### src/rtl/shift_seq_pkg.sv
// shift_seq_pkg: state encoding and default frame width shared by the shift sequencer
package shift_seq_pkg;
  typedef enum logic [1:0] {IDLE = 2'd0, SHIFT = 2'd1, PARITY = 2'd2, DONE = 2'd3} state_t;
  localparam int WIDTH_DEF = 5;
endpackage

### src/rtl/shift_reg_pl.sv
// shift_reg_pl: parallel-load, zero-fill right-shift register; load wins over shift
module shift_reg_pl #(
  parameter int WIDTH = 5
) (
  input  logic             clk,
  input  logic             rst,
  input  logic             load,
  input  logic             shift,
  input  logic [WIDTH-1:0] d,
  output logic [WIDTH-1:0] q
);
  always_ff @(posedge clk)
    q <= rst ? '0 : load ? d : shift ? q >> 1 : q;
endmodule

### src/rtl/shift_seq_ctrl.sv
// shift_seq_ctrl: LSB-first serializer FSM with stall control; define PARITY_EN to append an even-parity bit
module shift_seq_ctrl
  import shift_seq_pkg::*;
#(
  parameter int WIDTH = WIDTH_DEF
) (
  input  logic             clock,
  input  logic             Reset,
  input  logic             load_valid,
  input  logic [WIDTH-1:0] load_data,
  output logic             load_ready,
  input  logic             shift_en,
  output logic             sout,
  output logic             sout_valid,
  output logic             busy,
  output logic             done
);
  localparam int CW = $clog2(WIDTH + 1);
  localparam logic [CW-1:0] LAST = CW'(WIDTH - 1);
  state_t state;
  logic [CW-1:0] cnt;
  logic [WIDTH-1:0] q;
  logic accept;
  assign accept = load_valid && load_ready;
  shift_reg_pl #(.WIDTH(WIDTH)) u_sreg (
    .clk  (clock),
    .rst  (Reset),
    .load (accept),
    .shift(state == SHIFT && shift_en),
    .d    (load_data),
    .q    (q)
  );
`ifdef PARITY_EN
  logic par;
  always_ff @(posedge clock)
    par <= Reset ? 1'b0 : accept ? ^load_data : par;
  assign sout       = state == SHIFT ? q[0] : state == PARITY ? par : 1'b0;
  assign sout_valid = shift_en && (state == SHIFT || state == PARITY);
`else
  assign sout       = state == SHIFT ? q[0] : 1'b0;
  assign sout_valid = shift_en && state == SHIFT;
`endif
  assign load_ready = state == IDLE;
  assign busy       = state != IDLE;
  assign done       = state == DONE;
  always_ff @(posedge clock) begin
    if (Reset) begin
      state <= IDLE;
      cnt   <= '0;
    end else begin
      case (state)
        IDLE: if (load_valid) begin
          state <= SHIFT;
          cnt   <= '0;
        end
        SHIFT: if (shift_en) begin
          cnt <= cnt + 1'b1;
`ifdef PARITY_EN
          if (cnt == LAST) state <= PARITY;
`else
          if (cnt == LAST) state <= DONE;
`endif
        end
`ifdef PARITY_EN
        PARITY: if (shift_en) state <= DONE;
`endif
        default: state <= IDLE;
      endcase
    end
  end
endmodule

### config.mk
export PLATFORM = sky130hd
export DESIGN_NAME = shift_seq_ctrl
export DESIGN_NICKNAME = d
export VERILOG_FILES = /design/src/rtl/shift_seq_pkg.sv /design/src/rtl/shift_reg_pl.sv /design/src/rtl/shift_seq_ctrl.sv
export SDC_FILE = /design/constraint.sdc
export NUM_CORES = 1
export LEC_CHECK = 0
export BUFFER_PORTS_ARGS = -buffer_cell sky130_fd_sc_hd__buf_2
export CORE_MARGIN = 2
export CORE_UTILIZATION = 25
export CTS_BUF_LIST = sky130_fd_sc_hd__clkbuf_8
export CTS_CLUSTER_DIAMETER = 200
export DETAILED_ROUTE_END_ITERATION = 12
export PLACE_DENSITY = 0.55
export SETUP_SLACK_MARGIN = 0.02
export SLEW_MARGIN = 20
export SYNTH_ARGS = -nofsm -noshare
export SYNTH_HDL_FRONTEND = slang
export SYNTH_SLANG_ARGS = --single-unit
### constraint.sdc
create_clock -name clock -period 1.05 [get_ports clock]
set_input_delay 0.105 -clock clock [delete_from_list [all_inputs] [get_ports clock]]
set_output_delay 0.105 -clock clock [all_outputs]
set_load 0.05 [all_outputs]
Word-level counts from Yosys, hierarchy flattened:

Cells that the tools add are included.

* logic and storage cells: 28
* input port bits: 9
* bits in registers: 10
* output and inout bits: 5

* reductions and logical operators: 8
* muxes and demuxes: 10
* add/subtract/negate cells: 1
* equality and inequality tests: 6

Operators with widths (number)
* $mux W5: 2
* $mux W2: 3
* $mux W3: 2
* $pmux W3 S2: 1
* $reduce_and A3 Y1: 2
* $reduce_bool A2 Y1: 3
* $ne A2 B2 Y1 const B: 2
* $pmux W2 S2: 1
* $add A3 B1 Y3 const B: 1
* $eq A3 B3 Y1 const B: 1
* $eq A2 B1 Y1 const B: 1
* $eq A2 B2 Y1 const B: 1
* $logic_and A1 B1 Y1: 2
* $logic_not A2 Y1: 1
* $ne A2 B1 Y1 const B: 1
* $mux W1: 1

Longest topological paths before layout:

* depth after elaboration: 4
* gate-level depth with buffers: 5

Hierarchy:

A second synthesis with hierarchy kept.

* cells, all modules: 56
* area, all modules: 526.8 sq um

By module, submodules not included
* shift_seq_ctrl: instances 1, seq. area each 100.1 sq um, area each 299.0 sq um, cells an instance 34
* shift_reg_pl: instances 1, seq. area each 100.1 sq um, area each 227.7 sq um, cells an instance 22

Worst setup path before layout:

Ideal clock, no wire load.

* kind: flip-flop to output port
* start: register state[1]
* end: output busy
* arrival: 1.395 ns
* path buffers: 1
* setup slack: -0.450 ns
* required time: 0.945 ns
* cell stages (with the launch flop): 4
* cell sequence: dfxtp_1 > buf_2 > nor2_2 > inv_1

* longest elaborated chain between the ends: 1

RTL lines
* start, declared: RTL line shift_seq_ctrl.sv:20 `state_t state;`
* start signal, assigned: RTL line shift_seq_ctrl.sv:48 `state <= IDLE;`
* start signal, assigned: RTL line shift_seq_ctrl.sv:53 `state <= SHIFT;`
* start signal, assigned: RTL line shift_seq_ctrl.sv:61 `if (cnt == LAST) state <= DONE;`
* $reduce_bool A2 Y1: RTL line shift_seq_ctrl.sv:44 `assign busy = state != IDLE;`
* end, declared: RTL line shift_seq_ctrl.sv:15 `output logic busy,`

No other way between the ends.

Worst setup path in the final report:

* start: register state[1]
* end: output sout

* longest elaborated chain between the ends: 2

RTL lines
* $eq A2 B1 Y1: RTL line shift_seq_ctrl.sv:40 `assign sout = state == SHIFT ? q[0] : 1'b0;`
* $mux W1: RTL line shift_seq_ctrl.sv:40
* end, declared: RTL line shift_seq_ctrl.sv:13 `output logic sout,`

No other way between the ends.

==> flow_metrics.tcl <==
set metrics [dict create \
    grt_pass1_vias 503 \
    fmax_ghz 0.840 \
    vias_per_cell 4.89 \
    rsz0062_at_grt "true" \
    grt_pass1_wl_mm 2.21 \
    cp-end-kind "output port" \
    cp-start-kind "flop" \
    synth_cell_types 25 \
    max_stage_delay_ns 0.36 \
    drtPass1Iterations 4 \
    grt_start_max_net_pins 11 \
    synth_area_leaders "dfxtp_1 (38%), o221a_1 (8.6%), a31oi_1 (5.9%)" \
    grt_use_total_pct 12.0 \
    maxSlewHeadroom_pct 84.0 \
    cts-root-buf "clkbuf_8" \
    diodes 0 \
    final_util_pct 44.9 \
    synth_top_family_by_area "compound AO/OA/AOI/OAI gates" \
    holdPathStages 2 \
    core_um2 1980 \
    path_clk_slew_ns 0.05 \
    required_ns 0.94 \
    vias 528 \
    yosys.area_share.simple_pct 19.5 \
    clock_latency_ns 0.24 \
    yosysSeqAreaShare_pct 38.0 \
    hpwl_um 856 \
    antenna_found_initial 0 \
    synth_top_area_share_pct 38.0 \
    register_area_um2 210 \
    die_area_um2 2490 \
    ys_ff_latch 10 \
    final_cell_count_no_fill 108 \
    final_common_cell "buf_2" \
    maxSlewViolCount 0 \
    clk_path_buf_depth 2 \
    antenna_left 0 \
    drt_wl_total_mm 1.43 \
    p_per_area_nw_per_um2 1280 \
    tightest_slew_ns 0.235 \
    postLayoutCellArea_um2 891 \
    avgSynthCellArea_um2 9.41 \
    setup_violations 11 \
    io_buffers 13 \
    arrival_ns 1.09 \
    cp_top_family "flip-flops" \
    numCtsBuffers 3 \
    critPathKind "flop to output port" \
    fin_nets 93 \
    drv_cap 0 \
    drc 0 \
    final_hold_viol_count 0 \
    leakagePower_nw 0.384 \
    reg2reg_depth 4 \
    multiInputGateArea_um2 314 \
    fill_cells 190 \
    fin_ws_ns -0.141 \
    async_flop_share_pct 0 \
    yosys.area.top_type "dfxtp_1" \
    synth_adder_area_share_pct 4.75 \
    first_iter_violations 6 \
    area_delta_synth_final_pct 69.1 \
    status "finished with violations" \
    cts_tree "done" \
    syn-cell-area_um2 527 \
    cts_sinks 10 \
    muxShareOfSynthArea_pct 4.28 \
    mostFrequentLayoutCells "buf_2 (8), buf_6 (7), dfxtp_1 (6)" \
    synth_cells 56 \
    drive_gt1_share_pct 59.3 \
    ys.flop_type "dfxtp_1" \
    place_area_um2 664 \
    failed_checks "negative setup slack" \
    place.gp.congestion 0.676 \
    synth-compound-area-share_pct 23.0 \
    vdd_drop_max_mv 1.02 \
    htreeDepth 1 \
    start_util_pct 26.6 \
    die_x_um 49.9 \
    hold_class "input port to flop" \
    crit_chain "buf_6 > and3b_2 > buf_8" \
    crit_fanout 3 \
    place_ws_ns -0.125 \
    dp.cells 96 \
    post-route-period-util_pct 113 \
    fin_skew_ns 0.00341 \
    total_power_mw 1.14 \
    grt_overflow_total 0 \
    post_drt_wl_per_cell_um 13.2 \
    path_buf_inv 2 \
    critical_path_cell_count 3 \
    io_pins 14 \
    yosys_warnings 0 \
    crit_slowest_cell "dfxtp_4" \
    synth_xor_area_share_pct 0 \
    period_needed_ns 1.19 \
    dieHeight_um 49.9 \
    num_rows 16 \
    syn_nets 67 \
    synth_edf_count 0 \
]
[metrics by stage]
stage,hold WS (ns),setup TNS (ns)
finish,0.172,-1.15
global route,0.187,-1.63
CTS,0.177,-0.973
detailed placement,0.433,-1.10
global placement,0.409,-0.841
floorplan,0.283,-0.750
[flip-flops by register name, indices dropped and copies added, names as in the netlist]
register,flops
u_sreg.q,5
cnt,3
state,2
[final timing paths]
check / start / endpoint / slack [ns]
worst max-delay path: state[1] / sout / -0.14
worst min-delay path: Reset / cnt[1] / 0.17
worst max register to register: state[0] / u_sreg.q[2] / -0.11
worst min register to register: cnt[2] / state[1] / 0.44
[power breakdown]
| group | total (mW) | internal (mW) | switching, mW | leakage, nW |
|---|---|---|---|---|
| clock network | 0.492 | 0.331 | 0.162 | 0.0288 |
| registers | 0.417 | 0.400 | 0.0169 | 0.0844 |
| logic | 0.232 | 0.111 | 0.121 | 0.271 |
| total | 1.14 | 0.842 | 0.300 | 0.384 |
[synthesized netlist by cell type, types with 2 or more instances]
cell	n
nor2_1	2
o21ai_1	2
buf_2	2
inv_1	8
nor3b_1	2
nor3_1	2
ha_1	2
a21oi_1	3
a31oi_1	5
o221a_1	4
dfxtp_1	10
[layer usage]
metal,wire length (um),up-vias,global-route usage (%),part of all wire [%]
li1,-,252,-,-
met5,0,-,0,0
met4,16,0,6.94,1.1
met1,594,253,14.7,42
met3,93,2,4.24,6.5
met2,722,21,18.2,51
[cell type report]
| cell class | instances | area share (%) |
|---|---|---|
| clock buffer | 4 | 6.18 |
| sequential | 10 | 23.6 |
| multi-input combinational | 34 | 35.3 |
| tap | 27 | 3.79 |
| inverter | 8 | 3.79 |
| timing repair buffer | 25 | 27.4 |
[cell families (layout without fill, tap and decap cells)]
group                    count (synthesis)  count (layout)
AO/OA/AOI/OAI                           16              16
adder cells (fa/ha/maj)                  2               2
buffers and inverters                   12              37
flip-flops                              10              10
multiplexers                             1               1
AND/OR/NAND/NOR                         15              15
[repair_timing]
action,4_1_cts,5_1_grt
setup endpoints to repair,13,13
pin swaps,11,7
gates resized for setup,24,12
buffers inserted,8,0
hold buffers,0,0
Power figures use the tool's default switching activity.
